**src/rtl/logic_basic_gray_pointer.sv**
```systemverilog
`default_nettype none
// ============================================================================
// Module      : logic_basic_gray_pointer
// Description : Pointer unit for one side of a dual-clock FIFO.
//               Holds a local (WIDTH+1)-bit binary pointer, publishes it as a
//               registered gray code, synchronizes the remote gray pointer,
//               converts it back to binary and derives full/empty, level and
//               the increment handshake from flops only.
//
// Parameters  : WIDTH    address bits; pointers are WIDTH+1 bits (WIDTH >= 1)
//               STAGES   synchronizer flops on remote_gray (STAGES >= 2)
//               IS_WRITE 1: write side (blocks on full), 0: read side
//                        (blocks on empty)
//
// Ports       : aclk         clock of this pointer's domain
//               areset_n     asynchronous reset, active-low
//               inc_valid    request to advance the pointer by one
//               inc_ready    pointer may advance (write: !full, read: !empty)
//               addr         local binary pointer without wrap bit (RAM addr)
//               gray         registered gray code of the local pointer
//               remote_gray  gray pointer from the remote clock domain
//               full         write side: FIFO full; read side: constant 0
//               empty        read side: FIFO empty; write side: constant 0
//               level        FIFO occupancy as seen by this side
//
// Options     : LOGIC_GRAY_POINTER_LEVEL_EN
//               defined   -> level is registered bin/rbin difference
//                            (lags the flags by one cycle)
//               undefined -> level tied to 0, no subtractor
//
// Revision    : 1.0  initial release
// ============================================================================
module logic_basic_gray_pointer #(
  parameter int WIDTH    = 4,
  parameter int STAGES   = 2,
  parameter bit IS_WRITE = 1'b1
) (
  input  logic             aclk,
  input  logic             areset_n,
  input  logic             inc_valid,
  output logic             inc_ready,
  output logic [WIDTH-1:0] addr,
  output logic [WIDTH:0]   gray,
  input  logic [WIDTH:0]   remote_gray,
  output logic             full,
  output logic             empty,
  output logic [WIDTH:0]   level
);

  localparam logic [WIDTH:0] PTR_ONE = {{WIDTH{1'b0}}, 1'b1};

  logic [WIDTH:0]              bin_q;
  logic [WIDTH:0]              bin_next;
  logic [WIDTH:0]              gray_q;
  logic [WIDTH:0]              rbin_q;
  logic [STAGES-1:0][WIDTH:0]  sync_q;
  logic                        full_cond;
  logic                        empty_cond;
  logic                        accept;

  // Gray to binary: each binary bit is the XOR of all gray bits at and above it.
  function automatic logic [WIDTH:0] gray_to_bin(input logic [WIDTH:0] g);
    logic [WIDTH:0] b;
    b[WIDTH] = g[WIDTH];
    for (int i = WIDTH - 1; i >= 0; i--) begin
      b[i] = b[i+1] ^ g[i];
    end
    return b;
  endfunction

  // Full: same address, opposite wrap bit. Empty: identical pointers.
  // Both decode registered state only, so there is no input-to-output path.
  always_comb begin
    full_cond  = (bin_q[WIDTH] != rbin_q[WIDTH]) &&
                 (bin_q[WIDTH-1:0] == rbin_q[WIDTH-1:0]);
    empty_cond = (bin_q == rbin_q);
  end

  assign inc_ready = IS_WRITE ? !full_cond : !empty_cond;
  assign accept    = inc_valid & inc_ready;
  assign bin_next  = bin_q + PTR_ONE;

  // Binary and gray copies advance on the same edge; the gray value leaving
  // this domain is always a flop output, never a decoded glitchy signal.
  always_ff @(posedge aclk or negedge areset_n) begin
    if (!areset_n) begin
      bin_q  <= '0;
      gray_q <= '0;
    end else if (accept) begin
      bin_q  <= bin_next;
      gray_q <= bin_next ^ (bin_next >> 1);
    end
  end

  // Remote pointer: STAGES synchronizer flops, then a registered gray-to-binary
  // conversion. A remote change reaches the flags STAGES+1 cycles later.
  always_ff @(posedge aclk or negedge areset_n) begin
    if (!areset_n) begin
      sync_q <= '0;
      rbin_q <= '0;
    end else begin
      sync_q <= {sync_q[STAGES-2:0], remote_gray};
      rbin_q <= gray_to_bin(sync_q[STAGES-1]);
    end
  end

`ifdef LOGIC_GRAY_POINTER_LEVEL_EN
  logic [WIDTH:0] level_q;

  // Modular difference; the extra wrap bit makes 2**WIDTH representable.
  always_ff @(posedge aclk or negedge areset_n) begin
    if (!areset_n) begin
      level_q <= '0;
    end else begin
      level_q <= IS_WRITE ? (bin_q - rbin_q) : (rbin_q - bin_q);
    end
  end

  assign level = level_q;
`else
  assign level = '0;
`endif

  assign addr  = bin_q[WIDTH-1:0];
  assign gray  = gray_q;
  assign full  = IS_WRITE ? full_cond : 1'b0;
  assign empty = IS_WRITE ? 1'b0 : empty_cond;

endmodule
`default_nettype wire

```
**config.mk**
```make
export PLATFORM = sky130hd
export DESIGN_NAME = logic_basic_gray_pointer
export DESIGN_NICKNAME = d
export VERILOG_FILES = /design/src/rtl/logic_basic_gray_pointer.sv
export SDC_FILE = /design/constraint.sdc
export NUM_CORES = 1
export LEC_CHECK = 0
export CORE_ASPECT_RATIO = 0.75
export CORE_UTILIZATION = 26
export DETAILED_ROUTE_END_ITERATION = 10
export PLACE_DENSITY_LB_ADDON = 0.12
export SLEW_MARGIN = 20
export SYNTH_ARGS = -nofsm -noshare
export SYNTH_HDL_FRONTEND = slang
export SYNTH_SLANG_ARGS = --single-unit
```
**constraint.sdc**
```tcl
create_clock -name aclk -period 1.63 [get_ports aclk]
set_input_delay 0.4075 -clock aclk [delete_from_list [all_inputs] [get_ports aclk]]
set_output_delay 0.4075 -clock aclk [all_outputs]
set_load 0.05 [all_outputs]
```
# Word level (Yosys, flattened, before mapping)
# Cells that the tools add are included.
# op_classes
add_sub_neg	1
n_eq_ne	2
n_bitwise	6
n_reduce_logical	2
# op_table
op	n
5-bit by 1-bit adder with 5-bit output (second input constant)	1
5-bit by 4-bit XOR with 5-bit output	1
4-bit equality test	1
1-bit XOR	4
1-bit bitwise AND	1
1-bit logical AND	1
1-bit zero test	1
1-bit != test	1
# word_totals
register_bits	25
in_bits	8
out_inout_bits	17
word_cells	16

# Depth between registers and ports, before layout
# Gate-level depths: netlist of run 1.
# depth
ltp_word	4
depth_mapped	7
mapped_depth_nobuf	6

# Worst setup path before layout of run 1
# No wires, ideal clock.
# synth_path
path_kind	register to output
start	register bin_q[3]
end	output port inc_ready
t_arrival_ns	2.335
required_ns	1.222
setup_slack_ns	-1.112
stages_incl_launch_ff	6
path_buffers	1
path_cell_list	dfrtp_1 buf_2 xnor2_1 nand4_1 nor2_1 inv_1
# synth_via
elab_chain_len	3
# synth_lines
item	line	source
start: declaration	52	logic [WIDTH:0] bin_q;
start signal: assignment	90	bin_q <= bin_next;
4-bit equality test	75	(bin_q[WIDTH-1:0] == rbin_q[WIDTH-1:0]);
1-bit logical AND	74	full_cond = (bin_q[WIDTH] != rbin_q[WIDTH]) &&
net full	45	output logic full,
1-bit zero test	79	assign inc_ready = IS_WRITE ? !full_cond : !empty_cond;
end: declaration	41	output logic inc_ready,
# The timed path passes the listed nets, and every way through them passes these cells.

# Worst setup path in the final report of run 1
# layout_path
start	register rbin_q[0]
end	output port inc_ready
# layout_via
elab_chain_len	3
# layout_lines
item	line	source
start: declaration	55	logic [WIDTH:0] rbin_q;
start signal: assignment	103	rbin_q <= gray_to_bin(sync_q[STAGES-1]);
4-bit equality test	75	
1-bit logical AND	74	
1-bit zero test	79	
# Every way passes these cells.

==> summary.md, run 1 <==
| Metric | Value |
|---|---|
| Final Cycle Share | `1.15` |
| Layout fillers | `335` |
| Yosys reg bits | `24` |
| Met3 Resource Use GR | `0.0387` |
| Maximum VDD drop | `671 µV` |
| Chip height | `54.9 µm` |
| Critical R2R Launch | `rbin_q[0]$_DFF_PN0_` |
| Max-Cap Viols | `0` |
| Switch Pwr | `1.27 mW` |
| Die area | `between 3000 and 4000 µm²` |
| Skew-Pair Late Insertion Delay | `0.26 ns` |
| Vias in the first global route | `574` |
| Worst Path Arrival | `1.47 ns` |
| Dpl hpwl | `1110 µm` |
| Area share of the largest cell type after synthesis | `0.620` |
| GRT busiest layer | `met2` |
| Worst-path clk slew | `0.09 ns` |
| RSZ-0062 raised after global routing | `yes` |
| Port bufs | `18` |
| Met2 GRT Util | `0.142` |
| Congestion Overflow GR | `0` |
| Ant. Diodes | `0` |
| DRC violations left | `0` |
| Internal power | `roughly 2.0 mW` |
| Startpoint Class | `flip-flop` |
| Final hold vios | `0` |
| CTS Hold Bufs | `0` |
| Total power | `3.28 mW` |
| Rows | `18` |
| Core area | `3420 µm²` |
| Die width | `72.5 µm` |
| Max H-tree Level | `1` |
| Top FF cell, synth | `dfrtp_1` |
| Num CTS Buffers | `3` |
| DRT antenna net count | `0` |
| Share of layout cells above drive strength 1 | `0.336` |
| WHS Path Cells | `0` |
| Slowest-stage cell, CP | `dfrtp_1` |
| Finished Layout Cells | `157` |
| Top cells by count, synth | `24 x dfrtp_1, 11 x xnor2_1, 9 x nand2_1` |
| Peak Freq | `roughly 530 MHz` |
| Initial Util | `0.283` |
| Failing checks | `negative setup slack` |
| Final Core Density | `0.426` |
| Switching share of power | `0.387` |
| WS Path Type | `flip-flop to output port` |
| Syn-to-layout area delta | `50.5%` |
| Area occupied by registers | `606 µm²` |
| Pwr dens | `around 2200 nW/µm²` |
| EDFF count, synth | `0` |
| Vias/cell | `approximately 3.9` |
| Met1 Usage GRT | `0.112` |
| Routed length per instance | `about 9.3 µm` |
| Initial DRC Count | `27` |
| Total GRT Usage | `0.0886` |
| Area leader, netlist | `dfrtp_1` |
| First-pass GRT wire length | `2550 µm` |
| Clock share of power | `0.156` |
| # Post-CTS Setup Buffers | `0` |
| Mapped Area | `968 µm²` |
| Placed insts | `153` |
| Drt pass-1 iters | `4` |
| Hold path start | `sync_q[4]$_DFF_PN0_` |
| Most instantiated library cell after synthesis | `dfrtp_1` |
| I/O Pins | `25` |
| CTS tree | `yes` |
| Vias | `605` |
| Synth cell types | `19` |
| Seq pwr share | `0.269` |
| WP data required | `1.22 ns` |
| CP peak stage delay | `0.41 ns` |
| Leakage | `0.639 nW` |
| Cells after synthesis | `79` |
| Hold endpoint | `sync_q[9]$_DFF_PN0_` |
| Routed WL | `1460 µm` |
| Multi-input gate area | `roughly 360 µm²` |
| Layout net count | `roughly 120` |
| FF-to-FF path depth | `4` |
| Hold Path Class | `flip-flop to flip-flop` |
| Gpl congestion | `0.723` |
| Largest net degree at the start of global routing | `25` |
| Synthesis Warnings | `0` |
| R2r setup slk | `0.01 ns` |
| Setup violators final | `2` |
| Clk sinks | `24` |
| Max-slew violations | `0` |
| Min Tclk post-route | `1.88 ns` |
| CP Cell Sequence | `xnor2_2, nand4_1, nor2_4, inv_2, buf_6` |
| Run status | `finished with violations` |
| Initial antenna violation count | `0` |
| Mean Syn Cell Area | `12.3 µm²` |
| Crit end category | `output port` |
| Crit Reg-Reg Endpoint | `bin_q[1]$_DFFE_PN0P_` |
| Setup TNS | `-0.462 ns` |
| Comb pwr share | `0.575` |
| Fraction of registers with async set/reset | `1.00` |
| Max clock buf depth | `2` |
| Layout Skew | `0.00775 ns` |
| Final worst slack | `-0.251 ns` |
| Critical Path Fanout Max | `4` |
| Seq/Total Area, Yosys | `0.620` |
| Synth top area cells | `dfrtp_1 62%, xnor2_1 9.9%, xor2_1 6.3%` |
| Clock Root Buffer | `clkbuf_8` |
[power by group through the flow]
stage / combinational (mW) / sequential [mW] / clock (mW)
4_1_cts: 1.86 / 0.866 / 0.536
2_1_floorplan: 0.671 / 1.28 / 0
3_5_place_dp: 1.85 / 0.881 / 0
3_3_place_gp: 1.84 / 0.876 / 0
5_1_grt: 2.02 / 0.906 / 0.569
6_report: 1.88 / 0.882 / 0.511
[kinds of logic after synthesis]
group / share of synthesized area
flip-flops: 0.620
adder cells (fa/ha/maj): 0.0129
AND/OR/NAND/NOR: 0.0711
buffers and inverters: 0.0672
AO/OA/AOI/OAI: 0.0504
multiplexers: 0.0116
XOR/XNOR: 0.163
other: 0.00387
[critical path, delay by kind of cell, from the launching register on]
family	cells	cell delay [ns]
XOR/XNOR	1	0.16
buffers and inverters	2	0.20
flip-flops	1	0.41
AND/OR/NAND/NOR	2	0.44
[cell usage in the layout, fill, tap and decap left out, types with 2 or more instances in the layout]
cell             count
xnor2_2              4
nor2_1               2
nand4_1              2
dfrtp_2              4
buf_12              10
dfrtp_1             20
o21ai_0              4
xnor2_1              7
xor2_1               7
nand2_1              9
clkdlybuf4s50_1      7
conb_1               6
buf_4                9
clkbuf_8             3
[per-stage QoR]
stage	hold WS, ns	cell area [µm²]	setup WS (ns)
after global placement	0.332	1350	0.0207
after CTS	0.355	1430	-0.274
final	0.352	1460	-0.251
after floorplan	0.112	1010	-0.414
after detailed placement	0.335	1350	-0.00790
after global routing	0.361	1460	-0.331
[layer usage]
metal | routed length [µm] | up-vias
li1 | - | 296
met2 | 693 | 25
met3 | 110 | 2
met5 | 0 | -
met1 | 647 | 282
met4 | 4 | 0
[registers in the layout (all words and copies together) (netlist names)]
register and flops:
rbin_q 5, gray 4, bin_q 5, sync_q 10
[worst max-delay path by stage]
stage	startpoint	end	slack [ns]
final	rbin_q[0]$_DFF_PN0_	inc_ready	-0.25
after global routing	rbin_q[0]$_DFF_PN0_	inc_ready	-0.33
after CTS	bin_q[0]$_DFFE_PN0P_	inc_ready	-0.27
after detailed placement	bin_q[1]$_DFFE_PN0P_	bin_q[1]$_DFFE_PN0P_	-0.008
after global placement	bin_q[2]$_DFFE_PN0P_	inc_ready	0.02
after floorplan	bin_q[3]$_DFFE_PN0P_	inc_ready	-0.41
[area by class of cell]
cell class              instances  share of cell area
flip-flops and latches         24               0.415
multi-input cells              50               0.248
repair buffers                 27               0.239
well taps                      50              0.0429
clock buffers                   3              0.0283
clock inverters                 1              0.0206
inverters                       2             0.00515
[what timing repair did]
| item | 4_1_cts | 5_1_grt |
|---|---|---|
| setup endpoints to repair | 3 | 8 |
| gates resized for setup | 2 | 5 |
| pin swaps | 6 | 2 |
No activity file was read; power rests on OpenSTA's default activity.
==> inputs of run 2 (changes only) <==
- CAP_MARGIN: default -> 10
- CORE_MARGIN: default -> 3
==> run 2 against run 1 <==
The flow still finishes with violations (negative setup slack). Final cell count increased by 3.2%. Utilization increased by 0.26 points. Die area increased by 13%. Global-route usage decreased by 0.54 points. Critical path type unchanged. Highest routed layer is now met3.
==> summary.md, run 2 (synthesis results as in run 1) <==
| Metric | Value |
|---|---|
| Setup TNS | `-0.579 ns (was -0.462 ns)` |
| R2r setup slk | `-0.12 ns (was 0.01 ns)` |
| Finished Layout Cells | `162 (was 157)` |
| Biggest regs | `sync_q (10), bin_q (5), rbin_q (5) (unchanged)` |
| Die area | `4500 µm² (was 3980 µm²)` |
| Setup violators final | `8 (was 2)` |
| Largest net degree at the start of global routing | `25 (unchanged)` |
| Ant. Diodes | `0 (unchanged)` |
| Layout Skew | `0.00745 ns (was 0.00775 ns)` |
| Max-slew violations | `0 (unchanged)` |
| Total power | `3.28 mW (about the same)` |
| Critical Path Fanout Max | `3 (was 4)` |
| WP data required | `1.22 ns (about the same)` |
| WS Path Type | `flip-flop to output port (unchanged)` |
| Core area | `3420 µm² (unchanged)` |
| Multi-input gate area | `333 µm² (was 362 µm²)` |
| Placed insts | `153 (unchanged)` |
| Chip height | `58.9 µm (was 54.9 µm)` |
| Dpl hpwl | `1210 µm (was 1110 µm)` |
| Final Cycle Share | `1.10 (was 1.15)` |
| I/O Pins | `25 (unchanged)` |
| Drt pass-1 iters | `3 (was 4)` |
| Switching share of power | `0.387 (about the same)` |
| Congestion Overflow GR | `0 (unchanged)` |
| Maximum VDD drop | `735 µV (was 671 µV)` |
| Vias | `607 (was 605)` |
| Layout fillers | `344 (was 335)` |
| Rows | `18 (unchanged)` |
| Final Core Density | `0.428 (was 0.426)` |
| Initial Util | `0.283 (unchanged)` |
| Post-Place Setup Slack | `-0.00636 ns (was -0.00790 ns)` |
| Min Tclk post-route | `1.80 ns (was 1.88 ns)` |
| Largest register FFs | `10 (unchanged)` |
| Initial antenna violation count | `0 (unchanged)` |
| Layout net count | `122 (was 117)` |
| Num CTS Buffers | `3 (unchanged)` |
| DRT antenna net count | `0 (unchanged)` |
| Max clock buf depth | `2 (unchanged)` |
| RSZ-0062 raised after global routing | `yes (unchanged)` |
| Pwr dens | `2240 nW/µm² (was 2250 nW/µm²)` |
| Vias/cell | `3.75 (was 3.85)` |
| Run status | `finished with violations (unchanged)` |
| Worst-path clk slew | `0.09 ns (about the same)` |
| Peak Freq | `555 MHz (was 532 MHz)` |
| Startpoint Class | `flip-flop (unchanged)` |
| Comb pwr share | `0.578 (was 0.575)` |
| CTS tree | `yes (unchanged)` |
| Max-Cap Viols | `0 (unchanged)` |
| Die width | `76.5 µm (was 72.5 µm)` |
| Hold Worst Slack | `0.353 ns (was 0.352 ns)` |
| Leakage | `0.640 nW (was 0.639 nW)` |
| Design Area, Final | `1470 µm² (was 1460 µm²)` |
| Routed length per instance | `10.2 µm (was 9.27 µm)` |
| Final hold vios | `0 (unchanged)` |
| Max H-tree Level | `1 (unchanged)` |
| Routed WL | `1650 µm (was 1460 µm)` |
| Area occupied by registers | `606 µm² (unchanged)` |
| Worst Path Arrival | `1.39 ns (was 1.47 ns)` |
| Syn-to-layout area delta | `51.4% (was 50.5%)` |
| Vias in the first global route | `597 (was 574)` |
| Switch Pwr | `1.27 mW (about the same)` |
| Hold Path Class | `flip-flop to flip-flop (unchanged)` |
| Clk sinks | `24 (unchanged)` |
| Share of layout cells above drive strength 1 | `0.330 (was 0.336)` |
| Initial DRC Count | `24 (was 27)` |
| Post-place instance area | `1350 µm² (unchanged)` |
| Most frequent cells in the layout | `20 x dfrtp_1, 14 x buf_4, 11 x xnor2_1, 10 x buf_12, 9 x nand2_1 (was 20 x dfrtp_1, 10 x buf_12, 9 x nand2_1, 9 x buf_4)` |
| Skew-Pair Late Insertion Delay | `0.27 ns (was 0.26 ns)` |
| Gpl congestion | `0.767 (was 0.723)` |
| Port bufs | `18 (unchanged)` |
| DRC violations left | `0 (unchanged)` |
| Most common cell after layout, fill and taps aside | `dfrtp_1 (unchanged)` |
| Crit end category | `output port (unchanged)` |
| Internal power | `2.01 mW (about the same)` |
| Failing checks | `negative setup slack (unchanged)` |
| Final worst slack | `-0.171 ns (was -0.251 ns)` |
| Clock Root Buffer | `clkbuf_8 (unchanged)` |
| Seq pwr share | `0.265 (was 0.269)` |
| First-pass GRT wire length | `2870 µm (was 2550 µm)` |
| Total GRT Usage | `0.0832 (was 0.0886)` |
| Most flop-heavy register | `sync_q (unchanged)` |
| Clock share of power | `0.157 (was 0.156)` |
==> run 2: cell count changes in the layout (fill, tap and decap cells not counted), sizes merged <==
cell	change
buf	+5
==> run 2: area by class of cell <==
type | count | area share
clock inverter | 1 | 0.0205
multi-input combinational | 50 | 0.227
clock buffer | 3 | 0.0282
inverter | 2 | 0.00512
tap | 50 | 0.0427
timing repair buffer | 32 | 0.264
sequential | 24 | 0.413
==> run 2: per-layer routing <==
| layer | part of all wire | vias to the layer above | GRT usage | wire, µm |
|---|---|---|---|---|
| met1 | 0.43 | 276 | 0.0904 | 708 |
| met4 | 0 | 0 | 0.0155 | 0 |
| met3 | 0.084 | 0 | 0.0459 | 139 |
| met2 | 0.49 | 23 | 0.146 | 801 |
| met5 | 0 | - | 0 | 0 |
| li1 | - | 308 | - | - |
==> run 2: path summary, 6_finish.rpt <==
check,start,to,cells after the start
worst min register to register,sync_q[4]$_DFF_PN0_,sync_q[9]$_DFF_PN0_,0
max in group asynchronous,areset_n,bin_q[0]$_DFFE_PN0P_,2
min in group asynchronous,areset_n,gray[1]$_DFFE_PN0P_,2
worst min-delay path,sync_q[4]$_DFF_PN0_,sync_q[9]$_DFF_PN0_,0
worst max register to register,bin_q[2]$_DFFE_PN0P_,bin_q[1]$_DFFE_PN0P_,6
worst max-delay path,bin_q[2]$_DFFE_PN0P_,inc_ready,5
==> run 2: power by group through the flow <==
stage                     sequential (mW)  clock, mW  combinational [mW]
after detailed placement            0.886          0                1.85
after floorplan                      1.28          0               0.671
after global placement              0.880          0                1.84
after CTS                           0.870      0.546                1.92
after global routing                0.889      0.556                2.03
final                               0.869      0.516                1.90
==> run 2: critical path: stages (launching register included) <==
cell and delay, ns:
dfrtp_2 0.44, xnor2_1 0.13, nand4_1 0.19, nor2_4 0.18, inv_2 0.05, buf_6 0.14
==> run 2: what timing repair did <==
item,4_1_cts,5_1_grt
resized for setup,3,0
pin swaps,6,2
endpoints found under the hold margin,0,0
hold buffers,0,0
gates cloned,0,0
buffers inserted,4,1
endpoints found under the setup margin,3,10
==> inputs of run 3 (changes only) <==
--- a/config.mk
+++ b/config.mk
@@ -10,3 +10,3 @@
 export CORE_MARGIN = 3
-export CORE_UTILIZATION = 26
+export CORE_UTILIZATION = 40
 export DETAILED_ROUTE_END_ITERATION = 10
--- a/constraint.sdc
+++ b/constraint.sdc
@@ -3,2 +3,2 @@
 set_output_delay 0.4075 -clock aclk [all_outputs]
-set_load 0.05 [all_outputs]
+set_load 0.005 [all_outputs]
==> run 3 against run 2 <==
Largest power group unchanged. Via count rose by 3.6%. Sequential cell count did not move. Fmax fell by 1.7%. Non-clock buffer count did not move. Final area fell by 8.2%. Highest routed layer is now met4. Register-to-register slack improved by 0.23 ns. The run still ends with negative setup slack left. Critical endpoint unchanged.
==> summary.md, run 3 (synthesis results as in run 1) <==
| Metric | Value |
|---|---|
| Run status | `finished with violations (unchanged)` |
| Failing checks | `negative setup slack (unchanged)` |
| Initial Util | `0.449 (was 0.283)` |
| WHS Path Cells | `0 (unchanged)` |
| Initial antenna violation count | `0 (unchanged)` |
| Routed WL | `1540 µm (was 1650 µm)` |
| Peak Freq | `546 MHz (was 555 MHz)` |
| Seq pwr share | `0.343 (was 0.265)` |
| Vias | `629 (was 607)` |
| Max-slew violations | `0 (unchanged)` |
| Most flop-heavy register | `sync_q (unchanged)` |
| Rows | `14 (was 18)` |
| Clk sinks | `24 (unchanged)` |
| Internal power | `1.67 mW (was 2.01 mW)` |
| Switch Pwr | `0.753 mW (was 1.27 mW)` |
| FF-to-FF path depth | `5 (was 6)` |
| Hold Path Class | `flip-flop to flip-flop (unchanged)` |
| Vias in the first global route | `576 (was 597)` |
| Max H-tree Level | `1 (unchanged)` |
| RSZ-0062 raised after global routing | `yes (unchanged)` |
| Pwr dens | `1800 nW/µm² (was 2240 nW/µm²)` |
| Largest net degree at the start of global routing | `25 (unchanged)` |
| R2r setup slk | `0.11 ns (was -0.12 ns)` |
| Drt pass-1 iters | `4 (was 3)` |
| WP data required | `1.22 ns (about the same)` |
| Syn-to-layout area delta | `39.0% (was 51.4%)` |
| Comb pwr share | `0.479 (was 0.578)` |
| Switching share of power | `0.311 (was 0.387)` |
| Startpoint Class | `flip-flop (unchanged)` |
| Crit Reg-Reg Endpoint | `bin_q[1]$_DFFE_PN0P_ (unchanged)` |
| Layout net count | `122 (unchanged)` |
| Largest register FFs | `10 (unchanged)` |
| Vias/cell | `4.37 (was 3.75)` |
| WS Path Type | `flip-flop to output port (unchanged)` |
| Setup violators final | `4 (was 8)` |
| Port bufs | `18 (unchanged)` |
| Layout fillers | `176 (was 344)` |
| Dpl hpwl | `1060 µm (was 1210 µm)` |
| Hold endpoint | `sync_q[8]$_DFF_PN0_ (was sync_q[9]$_DFF_PN0_)` |
| Clock Root Buffer | `clkbuf_4 (was clkbuf_8)` |
| I/O Pins | `25 (unchanged)` |
| CTS tree | `yes (unchanged)` |
| Clock share of power | `0.178 (was 0.157)` |
| Max clock buf depth | `2 (unchanged)` |
| Crit end category | `output port (unchanged)` |
| DRT antenna net count | `0 (unchanged)` |
| Hold Worst Slack | `0.364 ns (was 0.353 ns)` |
| Ant. Diodes | `0 (unchanged)` |
| Layout Skew | `0.00292 ns (was 0.00745 ns)` |
| Critical R2R Launch | `bin_q[3]$_DFFE_PN0P_ (was bin_q[2]$_DFFE_PN0P_)` |
| Placed insts | `135 (was 153)` |
| Min Tclk post-route | `1.83 ns (was 1.80 ns)` |
| Final worst slack | `-0.201 ns (was -0.171 ns)` |
| Maximum VDD drop | `728 µV (was 735 µV)` |
| First-pass GRT wire length | `2590 µm (was 2870 µm)` |
| Chip height | `48.6 µm (was 58.9 µm)` |
| Die width | `62.8 µm (was 76.5 µm)` |
| Most common cell after layout, fill and taps aside | `dfrtp_1 (unchanged)` |
| DRC violations left | `0 (unchanged)` |
| Worst-path clk slew | `0.13 ns (was 0.09 ns)` |
| Total GRT Usage | `0.112 (was 0.0832)` |
| Finished Layout Cells | `144 (was 162)` |
| Final Cycle Share | `1.12 (was 1.10)` |
| Biggest regs | `sync_q (10), bin_q (5), rbin_q (5) (unchanged)` |
| Share of layout cells above drive strength 1 | `0.223 (was 0.330)` |
| Critical Path Fanout Max | `2 (was 3)` |
| Initial DRC Count | `10 (was 24)` |
| Leakage | `0.645 nW (was 0.640 nW)` |
| Hold path start | `sync_q[3]$_DFF_PN0_ (was sync_q[4]$_DFF_PN0_)` |
| Die area | `3050 µm² (was 4500 µm²)` |
| Max-Cap Viols | `0 (unchanged)` |
| Final hold vios | `0 (unchanged)` |
| Num CTS Buffers | `3 (unchanged)` |
| Congestion Overflow GR | `0 (unchanged)` |
| Gpl congestion | `0.705 (was 0.767)` |
| Core area | `2150 µm² (was 3420 µm²)` |
| Worst Path Arrival | `1.42 ns (was 1.39 ns)` |
| Skew-Pair Late Insertion Delay | `0.32 ns (was 0.27 ns)` |
| Routed length per instance | `10.7 µm (was 10.2 µm)` |
| Most frequent cells in the layout | `24 x dfrtp_1, 13 x buf_4, 10 x xnor2_1, 10 x clkdlybuf4s50_1, 9 x nand2_1 (was 20 x dfrtp_1, 14 x buf_4, 11 x xnor2_1, 10 x buf_12, 9 x nand2_1)` |
-- run 3: worst max path at each step --
stage / startpoint / end / slack [ns] / depth (start not counted)
after global routing: bin_q[3]$_DFFE_PN0P_ / inc_ready / -0.29 / 6
final: bin_q[3]$_DFFE_PN0P_ / inc_ready / -0.20 / 6
after detailed placement: bin_q[3]$_DFFE_PN0P_ / full / -0.21 / 4
after CTS: bin_q[3]$_DFFE_PN0P_ / inc_ready / -0.20 / 6
after floorplan: bin_q[3]$_DFFE_PN0P_ / bin_q[1]$_DFFE_PN0P_ / 0.03 / 6
after global placement: bin_q[2]$_DFFE_PN0P_ / full / -0.15 / 4
-- run 3: cell type report --
class	instances	area, µm²	share of cell area
Sequential cell	24	601	0.446
Clock buffer	3	22.5	0.0167
Timing Repair Buffer	32	299	0.222
Inverter	2	7.51	0.00558
Clock inverter	1	30.0	0.0223
Tap cell	32	40.0	0.0297
Multi-Input combinational cell	50	347	0.257
-- run 3: through the flow --
step | setup TNS (ns) | util | setup WS [ns] | instance area, µm² | total power [mW]
floorplan | 0 | - | 0.0283 | 987 | 1.46
global placement | -0.267 | 0.565 | -0.148 | 1220 | 1.91
detailed placement | -0.450 | 0.565 | -0.212 | 1220 | 1.93
CTS | -0.847 | 0.620 | -0.203 | 1340 | 2.45
global route | -0.964 | 0.625 | -0.286 | 1350 | 2.60
finish | -0.670 | 0.625 | -0.201 | 1350 | 2.42
-- run 3: repair_timing --
item                       4_1_cts  5_1_grt
setup endpoints to repair        8       12
resized for setup               19        4
hold buffers                     0        0
pin swaps                        4        1
buffers inserted                 8        2
-- run 3: power groups by stage --
stage	Sequential, mW	Clock (mW)	Combinational, mW
2_1_floorplan	0.881	0	0.581
3_5_place_dp	0.839	0	1.09
6_report	0.830	0.431	1.16
5_1_grt	0.847	0.474	1.28
3_3_place_gp	0.832	0	1.08
4_1_cts	0.832	0.443	1.18
-- run 3: worst max-delay path: stages, from the launching register on --
cell and delay, ns:
dfrtp_1 0.42, xnor2_1 0.15, nand4_1 0.16, nor2_2 0.13, buf_4 0.12, inv_2 0.03, buf_6 0.10
-- run 3: per-layer routing --
metal	global-route usage	wire, µm
met5	0	0
met4	0.0549	26
met3	0.0463	113
met2	0.188	744
met1	0.124	658
